===== src/rtl/mpsoc_uart_apb_arbiter.sv =====
// Round-robin arbiter sharing the UART APB slave port among REQUESTERS local masters.
// Optional ACCESS-phase watchdog enabled by defining UART_ARB_TIMEOUT_EN.
module mpsoc_uart_apb_arbiter #(
  parameter int REQUESTERS     = 2,
  parameter int APB_ADDR_WIDTH = 10,
  parameter int APB_DATA_WIDTH = 8,
  parameter int TIMEOUT        = 255
) (
  input  logic                                 HCLK,
  input  logic                                 HRESETn,
  input  logic [REQUESTERS-1:0]                req_i,
  input  logic [REQUESTERS-1:0]                we_i,
  input  logic [REQUESTERS*APB_ADDR_WIDTH-1:0] addr_i,
  input  logic [REQUESTERS*APB_DATA_WIDTH-1:0] wdata_i,
  output logic [REQUESTERS-1:0]                gnt_o,
  output logic [REQUESTERS-1:0]                done_o,
  output logic [APB_DATA_WIDTH-1:0]            rdata_o,
  output logic                                 err_o,
  output logic                                 PSEL,
  output logic                                 PENABLE,
  output logic                                 PWRITE,
  output logic [APB_ADDR_WIDTH-1:0]            PADDR,
  output logic [APB_DATA_WIDTH-1:0]            PWDATA,
  input  logic [APB_DATA_WIDTH-1:0]            PRDATA,
  input  logic                                 PREADY,
  input  logic                                 PSLVERR
);

  localparam int IDX_W = (REQUESTERS > 1) ? $clog2(REQUESTERS) : 1;

  typedef enum logic [1:0] {
    IDLE   = 2'd0,
    SETUP  = 2'd1,
    ACCESS = 2'd2
  } state_t;

  state_t                    state_reg, state_next;
  logic [REQUESTERS-1:0]     last_reg, last_next;
  logic [REQUESTERS-1:0]     gnt_reg, gnt_next;
  logic [REQUESTERS-1:0]     done_reg, done_next;
  logic [APB_DATA_WIDTH-1:0] rdata_reg, rdata_next;
  logic                      err_reg, err_next;
  logic                      psel_reg, psel_next;
  logic                      penable_reg, penable_next;
  logic                      pwrite_reg, pwrite_next;
  logic [APB_ADDR_WIDTH-1:0] paddr_reg, paddr_next;
  logic [APB_DATA_WIDTH-1:0] pwdata_reg, pwdata_next;

  logic [APB_ADDR_WIDTH-1:0] addr_arr  [REQUESTERS];
  logic [APB_DATA_WIDTH-1:0] wdata_arr [REQUESTERS];

  generate
    for (genvar gi = 0; gi < REQUESTERS; gi++) begin : g_unpack
      assign addr_arr[gi]  = addr_i[gi*APB_ADDR_WIDTH +: APB_ADDR_WIDTH];
      assign wdata_arr[gi] = wdata_i[gi*APB_DATA_WIDTH +: APB_DATA_WIDTH];
    end
  endgenerate

  // Rotate requests so bit 0 corresponds to the requester just after 'last'.
  logic [IDX_W-1:0]        last_idx;
  logic [2*REQUESTERS-1:0] req_dbl;
  logic [REQUESTERS-1:0]   req_rot;
  int                      sel_pos;
  logic [IDX_W-1:0]        sel_idx;
  logic [REQUESTERS-1:0]   sel_onehot;

  always_comb begin
    last_idx = '0;
    for (int i = 0; i < REQUESTERS; i++) begin
      if (last_reg[i]) last_idx = IDX_W'(i);
    end
  end

  assign req_dbl = {req_i, req_i} >> (int'(last_idx) + 1);
  assign req_rot = req_dbl[REQUESTERS-1:0];

  always_comb begin
    sel_pos = 0;
    for (int i = REQUESTERS - 1; i >= 0; i--) begin
      if (req_rot[i]) sel_pos = int'(last_idx) + 1 + i;
    end
    if (sel_pos >= REQUESTERS) sel_pos = sel_pos - REQUESTERS;
    sel_idx             = IDX_W'(sel_pos);
    sel_onehot          = '0;
    sel_onehot[sel_idx] = 1'b1;
  end

  logic timeout_hit;

`ifdef UART_ARB_TIMEOUT_EN
  localparam int TO_BITS = $clog2(TIMEOUT + 1);
  localparam int TO_W    = (TO_BITS < 8) ? 8 : ((TO_BITS > 16) ? 16 : TO_BITS);

  logic [TO_W-1:0] to_cnt_reg;

  // Cleared while idle, so every transfer enters SETUP with a fresh count.
  always_ff @(posedge HCLK) begin
    if (!HRESETn) begin
      to_cnt_reg <= '0;
    end else if (state_reg == IDLE) begin
      to_cnt_reg <= '0;
    end else if (state_reg == ACCESS && !PREADY) begin
      to_cnt_reg <= to_cnt_reg + 1'b1;
    end
  end

  assign timeout_hit = (state_reg == ACCESS) && !PREADY &&
                       (to_cnt_reg == TO_W'(TIMEOUT - 1));
`else
  // No watchdog in this build: ACCESS waits for PREADY indefinitely.
  assign timeout_hit = (TIMEOUT < 0);
`endif

  always_ff @(posedge HCLK) begin
    if (!HRESETn) begin
      state_reg   <= IDLE;
      last_reg    <= {1'b1, {(REQUESTERS-1){1'b0}}};
      gnt_reg     <= '0;
      done_reg    <= '0;
      rdata_reg   <= '0;
      err_reg     <= 1'b0;
      psel_reg    <= 1'b0;
      penable_reg <= 1'b0;
      pwrite_reg  <= 1'b0;
      paddr_reg   <= '0;
      pwdata_reg  <= '0;
    end else begin
      state_reg   <= state_next;
      last_reg    <= last_next;
      gnt_reg     <= gnt_next;
      done_reg    <= done_next;
      rdata_reg   <= rdata_next;
      err_reg     <= err_next;
      psel_reg    <= psel_next;
      penable_reg <= penable_next;
      pwrite_reg  <= pwrite_next;
      paddr_reg   <= paddr_next;
      pwdata_reg  <= pwdata_next;
    end
  end

  always_comb begin
    state_next   = state_reg;
    last_next    = last_reg;
    gnt_next     = gnt_reg;
    done_next    = '0;
    rdata_next   = rdata_reg;
    err_next     = err_reg;
    psel_next    = psel_reg;
    penable_next = penable_reg;
    pwrite_next  = pwrite_reg;
    paddr_next   = paddr_reg;
    pwdata_next  = pwdata_reg;
    case (state_reg)
      IDLE: begin
        if (|req_i) begin
          gnt_next     = sel_onehot;
          pwrite_next  = we_i[sel_idx];
          paddr_next   = addr_arr[sel_idx];
          pwdata_next  = wdata_arr[sel_idx];
          psel_next    = 1'b1;
          penable_next = 1'b0;
          state_next   = SETUP;
        end else begin
          psel_next    = 1'b0;
          penable_next = 1'b0;
          pwrite_next  = 1'b0;
          paddr_next   = '0;
          pwdata_next  = '0;
        end
      end
      SETUP: begin
        penable_next = 1'b1;
        state_next   = ACCESS;
      end
      ACCESS: begin
        if (PREADY || timeout_hit) begin
          done_next    = gnt_reg;
          last_next    = gnt_reg;
          gnt_next     = '0;
          psel_next    = 1'b0;
          penable_next = 1'b0;
          pwrite_next  = 1'b0;
          paddr_next   = '0;
          pwdata_next  = '0;
          state_next   = IDLE;
          // A slave response always wins over a same-cycle watchdog expiry.
          if (PREADY) begin
            rdata_next = pwrite_reg ? '0 : PRDATA;
            err_next   = PSLVERR;
          end else begin
            rdata_next = '0;
            err_next   = 1'b1;
          end
        end
      end
      default: state_next = IDLE;
    endcase
  end

  assign gnt_o   = gnt_reg;
  assign done_o  = done_reg;
  assign rdata_o = rdata_reg;
  assign err_o   = err_reg;
  assign PSEL    = psel_reg;
  assign PENABLE = penable_reg;
  assign PWRITE  = pwrite_reg;
  assign PADDR   = paddr_reg;
  assign PWDATA  = pwdata_reg;

endmodule


===== config.mk =====
export PLATFORM = sky130hd
export DESIGN_NAME = mpsoc_uart_apb_arbiter
export DESIGN_NICKNAME = d
export VERILOG_FILES = /design/src/rtl/mpsoc_uart_apb_arbiter.sv
export SDC_FILE = /design/constraint.sdc
export NUM_CORES = 1
export LEC_CHECK = 0
export BUFFER_PORTS_ARGS = -buffer_cell sky130_fd_sc_hd__buf_2
export CAP_MARGIN = 30
export CORE_MARGIN = 1.5
export CORE_UTILIZATION = 43
export DETAILED_ROUTE_END_ITERATION = 10
export GPL_ROUTABILITY_DRIVEN = 0
export GPL_TIMING_DRIVEN = 1
export PLACE_DENSITY = 0.81
export SLEW_MARGIN = 0
export SYNTH_ARGS = -nofsm -noshare
export SYNTH_HDL_FRONTEND = slang
export SYNTH_SLANG_ARGS = --single-unit

===== constraint.sdc =====
create_clock -name HCLK -period 1.7 [get_ports HCLK]
set_clock_uncertainty 0.15 [all_clocks]
set_input_delay 0.17 -clock HCLK [delete_from_list [all_inputs] [get_ports HCLK]]
set_output_delay 0.17 -clock HCLK [all_outputs]
set_load 0.005 [all_outputs]

==> metrics.md, run 1 <==
| Metric | Value |
|---|---|
| Result of the run | `completed` |
| Largest voltage drop on the vdd net | `0.0004993 V` |
| I/O Buffers | `85` |
| Most used flip-flop cell after synthesis | `sky130_fd_sc_hd__dfxtp_1` |
| Die height | `61.77 microns` |
| Initial antenna violation count | `0` |
| Routed wire per std cell | `14.76 microns` |
| Total routing resource utilization after global routing | `25.24%` |
| Area Growth Syn to Fin | `68.41%` |
| Io pins | `86` |
| Count of unique library cells instantiated by Yosys | `33` |
| Area used by sequential logic in the layout | `740.7 sq um` |
| DRC violation count after routing | `0` |
| Worst Path Max Fanout | `14` |
| Actual transition at the worst max-transition pin | `0.5113 ns` |
| RSZ-0062 raised after global routing | `false` |
| TritonRoute pass-1 iters | `4` |
| Wire length of the first global-routing pass | `6989 microns` |
| Max FFs per register | `10` |
| TritonCTS clock tree | `yes` |
| Die extent in x | `61.77 microns` |
| Finished Layout Cells | `328` |
| Number of flops mapped to enable cells by yosys | `0` |
| Number of clock sinks | `37` |
| Core footprint | `0.003337 sq mm` |
| Half-perimeter wire length after detailed placement | `2699 microns` |
| Warning count from the yosys run | `0` |
| Post-synth net total | `199` |
| # nets final | `333` |
| Filler Cells Inserted | `251` |
| Lkg Pwr | `1.161 nW` |
| Maximum buffer depth of the clock tree | `2` |
| Cell at the root of the clock tree | `sky130_fd_sc_hd__clkbuf_4` |
| Area of the die | `0.003816 sq mm` |
| Worst hold path class | `in2reg` |
| Post-synthesis instance area | `0.001485 sq mm` |
| CTS clock-pin slew for the worst setup and hold paths | `0.12 ns` |
| Via count of the first global-routing pass | `1546` |
| Fin crit period | `1.473 ns` |
| Total via count after detailed routing | `1721` |
| Required arrival time at the worst endpoint | `1.82 ns` |
| Max-slew violation total from the final report | `0` |
| Hold Vio Cnt, Final | `0` |
| Final worst slack | `0.2265 ns` |
| Count of antenna-violating nets left after detailed routing | `0` |
| Source-to-sink clock delay at the later pin of the worst-skew pair | `0.35 ns` |
| Cell count after placement | `271` |
| Post-Synthesis Mean Instance Area | `10.10 sq um` |
| Pin count of the biggest net entering global routing | `23` |
| Flip-flop and latch count after synthesis | `37` |
| Number of diodes | `0` |
| Number of cell rows | `21` |
| Crit path capture type | `register` |
| Commonest cells after routing, fill and taps aside | `sky130_fd_sc_hd__buf_2, sky130_fd_sc_hd__dlygate4sd3_1, sky130_fd_sc_hd__dfxtp_1, sky130_fd_sc_hd__nand3_1` |
| Worst setup timing slack at the placement stage | `0.2705 ns` |
| Leading cell type in the layout, fill and taps excluded | `sky130_fd_sc_hd__buf_2` |
| Number of failing setup endpoints in the final timing report | `0` |
| Post-route fraction of the period consumed by the critical path | `86.68%` |
| Starting density of the core | `44.51%` |
| Number of gates given a new drive strength after cts | `0` |
| Fmax | `0.6787 GHz` |
| Area of combinational cells with multiple inputs | `671.9 sq um` |
| Total number of H-tree levels | `2` |
| Crit path launch type | `register` |
| Remaining global-route overflow | `0` |
| Slew headroom | `65.81%` |
| Portion of the post-synthesis area used by sequential elements | `49.87%` |
| Power consumption | `1.875 mW` |
| Share of layout cells above drive strength 1 | `36.88%` |
| Total detailed-routing wirelength | `4842 microns` |
| CP arrival | `1.60 ns` |
| Clock buffer count from CTS | `5` |
| Asr flop ratio synth | `0%` |
| Final sum of negative setup slack | `0 ns` |
| Number of standard cells after synthesis | `147` |
| Areal power density over the cells | `749.5 mW/mm^2` |
| Number of maximum-capacitance violations | `0` |
| Category of the most critical setup path | `reg2reg` |
| Via-per-instance ratio | `5.247` |
| Count of routing violations after the opening detailed-route iteration | `150` |
-- layer usage --
layer,wire length (microns),share of wire [%],global-route usage [%],vias to the layer above
met5,0,0,0,-
met4,67,1.4,7.903,0
met3,358,7.4,7.867,9
met2,2444,50,40.90,96
met1,1971,41,32.26,785
li1,-,-,-,831
-- synth_stat cells, drive strengths merged, types with 3 or more instances --
| library cell | count | area [sq um] |
|---|---|---|
| nor2 | 4 | 25.03 |
| o21ai | 10 | 50.05 |
| buf | 9 | 57.55 |
| a22o | 8 | 70.07 |
| nand4 | 10 | 62.56 |
| a31oi | 10 | 62.56 |
| mux2i | 9 | 90.09 |
| nand3 | 12 | 60.06 |
| dfxtp | 37 | 740.7 |
| o2bb2ai | 9 | 78.83 |
| nand2 | 5 | 18.77 |
| a21oi | 3 | 15.01 |
-- final timing paths --
check        depth (start not counted)   endpoint  slack [ns]          from
max                                  3  PWDATA[0]        0.23  state_reg[0]
min                                  3   gnt_o[0]        0.04      req_i[0]
min reg2reg                          1       PSEL        0.33          PSEL
max reg2reg                          3  PWDATA[0]        0.23  state_reg[0]
-- what timing repair did --
action | in CTS | in global routing
setup buffers | 0 | 0
endpoints found under the hold margin | 30 | 0
hold buffers | 49 | 0
-- critical path: stages (launching register included) --
cell and delay (ns):
sky130_fd_sc_hd__dfxtp_1 0.43, sky130_fd_sc_hd__buf_4 0.24, sky130_fd_sc_hd__o21a_1 0.42, sky130_fd_sc_hd__o2bb2ai_1 0.17
-- area by class of cell --
cell class                 count  area share, %
timing repair buffer         138          38.32
sequential                    37          29.61
clock buffer                   6          2.051
inverter                       2         0.3001
clock inverter                 2         0.5503
tap                           46          2.301
multi-input combinational     97          26.86
-- power breakdown --
group          internal, mW  switching [mW]
combinational         0.223           0.182
clock                 0.202           0.306
sequential            0.924          0.0375
-- through the flow --
step,util [%],hold slack [ns],instance area (sq um)
floorplan,-,0.09183,1485
global placement,58.31,0.2313,1946
detailed placement,58.31,0.2367,1946
CTS,74.95,0.04357,2501
global route,74.95,0.04513,2501
finish,74.95,0.04213,2501
-- cells by family after synthesis --
| logic type | share of synthesized area [%] |
|---|---|
| simple gates | 16.43 |
| flops | 49.87 |
| mux | 6.066 |
| buf+inv | 4.886 |
| compound gates | 22.75 |
Power figures use the tool's default switching activity.
==> inputs of run 2 (changes only) <==
Settings changed: ABC_AREA set to 1, CORE_UTILIZATION 43 to 40, PLACE_DENSITY 0.81 to 0.74, SETUP_SLACK_MARGIN set to 0.05.
==> metrics.md, run 2 <==
| Metric | Value |
|---|---|
| Total number of H-tree levels | `2` |
| Area Growth Syn to Fin | `34.34%` |
| CTS clock-pin slew for the worst setup and hold paths | `0.07 ns` |
| Ranking of synthesized cells by area | `sky130_fd_sc_hd__dfxtp_1, sky130_fd_sc_hd__nand3_1, sky130_fd_sc_hd__nand2_1, sky130_fd_sc_hd__inv_1, sky130_fd_sc_hd__nand4_1` |
| Required arrival time at the worst endpoint | `1.71 ns` |
| Areal power density over the cells | `832.0 mW/mm^2` |
| Portion of the post-synthesis area used by sequential elements | `43.53%` |
| Pin count of the biggest net entering global routing | `22` |
| Die extent in x | `68.23 microns` |
| Crit path launch type | `register` |
| Flip-flop and latch count after synthesis | `37` |
| Asr flop ratio synth | `0%` |
| Number of maximum-capacitance violations | `0` |
| Max-slew violation total from the final report | `0` |
| Area of the die | `0.004655 sq mm` |
| Area of all placed cells without fillers | `0.002286 sq mm` |
| Worst Path Max Fanout | `13` |
| Io pins | `86` |
| Remaining global-route overflow | `0` |
| Category of the most critical setup path | `reg2reg` |
| Post-Synthesis Mean Instance Area | `6.807 sq um` |
| Final Hold Slack | `0.01835 ns` |
| Total detailed-routing wirelength | `4131 microns` |
| Cell at the root of the clock tree | `sky130_fd_sc_hd__clkbuf_8` |
| Die height | `68.23 microns` |
| Wire length of the first global-routing pass | `6327 microns` |
| Lkg Pwr | `1.355 nW` |
| Post-synthesis instance area | `0.001702 sq mm` |
| Yosys top cell area share | `43.53%` |
| Source-to-sink clock delay at the later pin of the worst-skew pair | `0.28 ns` |
| RSZ-0062 raised after global routing | `false` |
| Number of failing setup endpoints in the final timing report | `0` |
| Largest voltage drop on the vdd net | `0.0004468 V` |
| I/O Buffers | `85` |
| Total via count after detailed routing | `1773` |
| Initial antenna violation count | `0` |
| Final sum of negative setup slack | `0 ns` |
| Share of layout cells above drive strength 1 | `30.29%` |
| Post-synth net total | `302` |
| Leading cell type in the layout, fill and taps excluded | `sky130_fd_sc_hd__buf_2` |
| Worst hold path class | `in2reg` |
| Warning count from the yosys run | `0` |
| Cell with the most instances after synthesis | `sky130_fd_sc_hd__nand2_1` |
| Number of standard cells after synthesis | `250` |
| Largest area contributor in the synthesized netlist | `sky130_fd_sc_hd__dfxtp_1` |
| Via count of the first global-routing pass | `1518` |
| Number of cell rows | `23` |
| TritonRoute pass-1 iters | `4` |
| Result of the run | `completed` |
| Half-perimeter wire length after detailed placement | `3008 microns` |
| Hold Vio Cnt, Final | `0` |
| Standard cell area after detailed placement | `0.002153 sq mm` |
| Post-route fraction of the period consumed by the critical path | `81.69%` |
| Count of routing violations after the opening detailed-route iteration | `84` |
| TritonCTS clock tree | `yes` |
| Routed wire per std cell | `10.59 microns` |
| Starting density of the core | `41.94%` |
| Slew headroom | `68.71%` |
| Max FFs per register | `10` |
| Crit path capture type | `register` |
| Fin crit period | `1.389 ns` |
| Top cells by count, synth | `sky130_fd_sc_hd__nand2_1, sky130_fd_sc_hd__nand3_1, sky130_fd_sc_hd__inv_1, sky130_fd_sc_hd__dfxtp_1, sky130_fd_sc_hd__nand4_1` |
| # nets final | `391` |
| Most used flip-flop cell after synthesis | `sky130_fd_sc_hd__dfxtp_1` |
| Fmax | `0.7201 GHz` |
| Number of clock sinks | `37` |
| Number of flops mapped to enable cells by yosys | `0` |
| Count of antenna-violating nets left after detailed routing | `0` |
| Core footprint | `0.004058 sq mm` |
| CP arrival | `1.40 ns` |
| Count of unique library cells instantiated by Yosys | `17` |
| Commonest cells after routing, fill and taps aside | `sky130_fd_sc_hd__buf_2, sky130_fd_sc_hd__nand2_1, sky130_fd_sc_hd__nand3_1, sky130_fd_sc_hd__inv_1, sky130_fd_sc_hd__dfxtp_1` |
| DRC violation count after routing | `0` |
| Clock buffer count from CTS | `5` |
| Number of diodes | `0` |
| Via-per-instance ratio | `4.546` |
| Actual transition at the worst max-transition pin | `0.4681 ns` |
| Maximum buffer depth of the clock tree | `2` |
| Total routing resource utilization after global routing | `17.82%` |
[run 2: worst max-delay path, stage by stage (launching register included)]
cell and delay (ns):
sky130_fd_sc_hd__dfxtp_1 0.39, sky130_fd_sc_hd__nand3_1 0.38, sky130_fd_sc_hd__o21ai_0 0.29, sky130_fd_sc_hd__a21oi_1 0.06
[run 2: report_power, final]
part / switching (mW) / internal [mW] / total, mW
Clock: 0.290 / 0.284 / 0.574
Combinational: 0.203 / 0.160 / 0.363
Sequential: 0.0352 / 0.930 / 0.965
Total: 0.528 / 1.37 / 1.90
[run 2: layout make-up]
class | instances | area, sq um
fill | 412 | 1772
sequential | 37 | 740.7
multi-input combinational | 152 | 703.2
timing repair buffer | 96 | 520.5
inverter | 47 | 176.4
clock buffer | 6 | 72.57
tap | 50 | 62.56
clock inverter | 2 | 10.01
[run 2: logic make-up (layout without fill, tap and decap cells)]
family                 Yosys count  after routing  share of synthesized area, %
buffers and inverters           61            151                         15.15
AOI/OAI and AO/OA               17             17                         5.000
and+or+nand+nor                135            135                         36.32
DFF                             37             37                         43.53
[run 2: path summary, 6_finish.rpt]
path,from,to,slack (ns),cells after the start
hold / removal,PRDATA[0],rdata_o[0],0.02,3
setup reg to reg,state_reg[1],err_o,0.31,3
hold reg to reg,gnt_o[0],done_o[0],0.30,2
setup / recovery,state_reg[1],err_o,0.31,3
[run 2: what timing repair did]
action	4_1_cts	5_1_grt
endpoints found under the hold margin	5	0
gates resized for setup	0	0
setup endpoints to repair	0	0
setup buffers	0	0
hold buffers	5	0
[run 2: per-layer routing]
layer	GRT usage, %	share of wire, %	vias up
li1	-	-	959
met1	22.04	44	765
met2	30.34	50	47
met3	4.770	5.5	2
met4	5.000	0.24	0
met5	0	0	-
[run 2: metrics by stage]
step | setup slack [ns] | total power [mW] | utilization, % | std cells
floorplan | 0.5904 | 1.188 | - | 250
global placement | 0.3626 | 1.333 | 53.07 | 377
detailed placement | 0.3032 | 1.340 | 53.07 | 377
CTS | 0.3091 | 1.923 | 56.34 | 390
global route | 0.1628 | 2.011 | 56.34 | 390
finish | 0.3113 | 1.902 | 56.34 | 390
==> inputs of run 3 (changes only) <==
Settings changed: PLACE_DENSITY 0.74 to 0.76.
Clock period 1.7 ns to 1.2 ns, I/O delays scaled along.
==> metrics.md, run 3 (same netlist as run 2, synthesis figures left out) <==
| Metric | Value |
|---|---|
| Result of the run | `finished with violations` |
| Failing checks | `hold timing` |
| Largest voltage drop on the vdd net | `0.0005735 V` |
| CP peak stage delay | `0.37 ns` |
| Top sig layer | `met4` |
| CP bufs+invs | `2` |
| Area used by sequential logic in the layout | `749.5 sq um` |
| Number of failing setup endpoints in the final timing report | `0` |
| Worst Path Max Fanout | `5` |
| Io pins | `86` |
| Die height | `68.23 microns` |
| Pin count of the biggest net entering global routing | `27` |
| Hold Vio Cnt, Final | `1` |
| Total number of H-tree levels | `2` |
| Wire length on met2 | `2677 microns` |
| Count of antenna-violating nets left after detailed routing | `0` |
| Total routing resource utilization after global routing | `21.72%` |
| # nets final | `432` |
| DRC violation count after routing | `0` |
| Final worst slack | `0.01533 ns` |
| Share of layout cells above drive strength 1 | `35.17%` |
| Leading cell type in the layout, fill and taps excluded | `sky130_fd_sc_hd__buf_2` |
| Wire length of the first global-routing pass | `7431 microns` |
| Crit path capture type | `register` |
| Post-route fraction of the period consumed by the critical path | `98.72%` |
| Number of clock sinks | `37` |
| Commonest cells after routing, fill and taps aside | `sky130_fd_sc_hd__buf_2, sky130_fd_sc_hd__nand2_1, sky130_fd_sc_hd__inv_1, sky130_fd_sc_hd__nand3_1, sky130_fd_sc_hd__dfxtp_1` |
| CP arrival | `1.27 ns` |
| Area of the die | `0.004655 sq mm` |
| RSZ-0062 raised after global routing | `true` |
| Worst hold path class | `in2reg` |
| Maximum buffer depth of the clock tree | `2` |
| Die extent in x | `68.23 microns` |
| Number of maximum-capacitance violations | `0` |
| Fmax | `0.8441 GHz` |
| Remaining global-route overflow | `0` |
| Category of the most critical setup path | `reg2reg` |
| Half-perimeter wire length after detailed placement | `3105 microns` |
| Total detailed-routing wirelength | `5221 microns` |
| Crit path launch type | `register` |
| Areal power density over the cells | `1181 mW/mm^2` |
| Starting density of the core | `41.94%` |
| Power consumption | `3.361 mW` |
| Initial antenna violation count | `0` |
| Max-slew violation total from the final report | `0` |
| Routed wire per std cell | `12.11 microns` |
| Largest delay contributor family on the critical path | `simple AND/OR/NAND/NOR gates` |
| Worst setup timing slack at the placement stage | `-0.06297 ns` |
| Via count of the first global-routing pass | `1730` |
| TritonCTS clock tree | `yes` |
| Filler Cells Inserted | `335` |
| Max FFs per register | `10` |
| Lkg Pwr | `1.581 nW` |
| Required arrival time at the worst endpoint | `1.28 ns` |
| Number of cell rows | `23` |
| Clock buffer count from CTS | `5` |
| Count of routing violations after the opening detailed-route iteration | `109` |
| Core footprint | `0.004058 sq mm` |
| Metal-1 WL | `2112 microns` |
| Area of combinational cells with multiple inputs | `807.0 sq um` |
| Cell at the root of the clock tree | `sky130_fd_sc_hd__clkbuf_8` |
| TritonRoute pass-1 iters | `4` |
| Routed wire length on met3 | `342 microns` |
| Number of diodes | `0` |
| Max stage delay cell, worst path | `sky130_fd_sc_hd__dfxtp_4` |
| Via-per-instance ratio | `4.691` |
| Cell Chain, Critical Path | `inv_6 > nand3_2 > nand2_4 > buf_4 > nand3_1 > nand2_1` |
| Final sum of negative setup slack | `0 ns` |
| Final Hold Slack | `-0.001405 ns` |
| CTS clock-pin slew for the worst setup and hold paths | `0.07 ns` |
| Fin crit period | `1.185 ns` |
| Source-to-sink clock delay at the later pin of the worst-skew pair | `0.29 ns` |
| I/O Buffers | `85` |
| Area Growth Syn to Fin | `67.28%` |
| Total via count after detailed routing | `2022` |
| Actual transition at the worst max-transition pin | `0.4517 ns` |
| Slew headroom | `69.85%` |
[run 3: per-stage QoR]
stage	cell area [sq um]	utilization, %	hold WS, ns	instances
2_1_floorplan	1702	-	0.1295	250
5_1_grt	2846	70.15	0.02164	431
3_5_place_dp	2198	54.18	0.2447	383
3_3_place_gp	2198	54.18	0.2423	383
6_report	2846	70.15	-0.001405	431
4_1_cts	2743	67.59	0.0003554	428
[run 3: layer usage]
layer / up-vias / GRT usage [%]
met5: - / 0
met4: 0 / 8.500
met3: 7 / 6.743
met2: 73 / 38.11
met1: 898 / 24.37
li1: 1044 / -
[run 3: area by class of cell]
class,instances,share of cell area [%]
well taps,50,2.198
multi-input cells,154,28.35
clock inverters,3,2.286
clock buffers,5,2.418
flip-flops and latches,37,26.33
inverters,47,6.462
repair buffers,135,31.96
[run 3: what timing repair did]
item	CTS	global route
hold buffers	33	0
gates resized for setup	14	28
endpoints found under the setup margin	32	30
setup buffers	2	1
cloned	2	2
pin swaps	3	6
endpoints found under the hold margin	24	0
[run 3: worst paths after layout]
kind                                   start   endpoint  slack [ns]  cells past startpoint
worst min register to register         err_o      err_o        0.29                      2
worst max register to register  state_reg[0]  PWDATA[6]        0.02                      6
worst min-delay path              wdata_i[6]  PWDATA[6]      -0.001                      5
worst max-delay path            state_reg[0]  PWDATA[6]        0.02                      6
[run 3: report_power, final]
group / switching (mW) / total, mW / internal (mW)
logic: 0.362 / 0.715 / 0.353
clock network: 0.444 / 1.27 / 0.825
registers: 0.0593 / 1.38 / 1.32
total: 0.866 / 3.36 / 2.50
[run 3: tightest hold or removal path, delay by kind of cell]
kind | cells | cell delay, ns
AND/OR/NAND/NOR | 3 | 0.18
buffers and inverters | 2 | 0.10
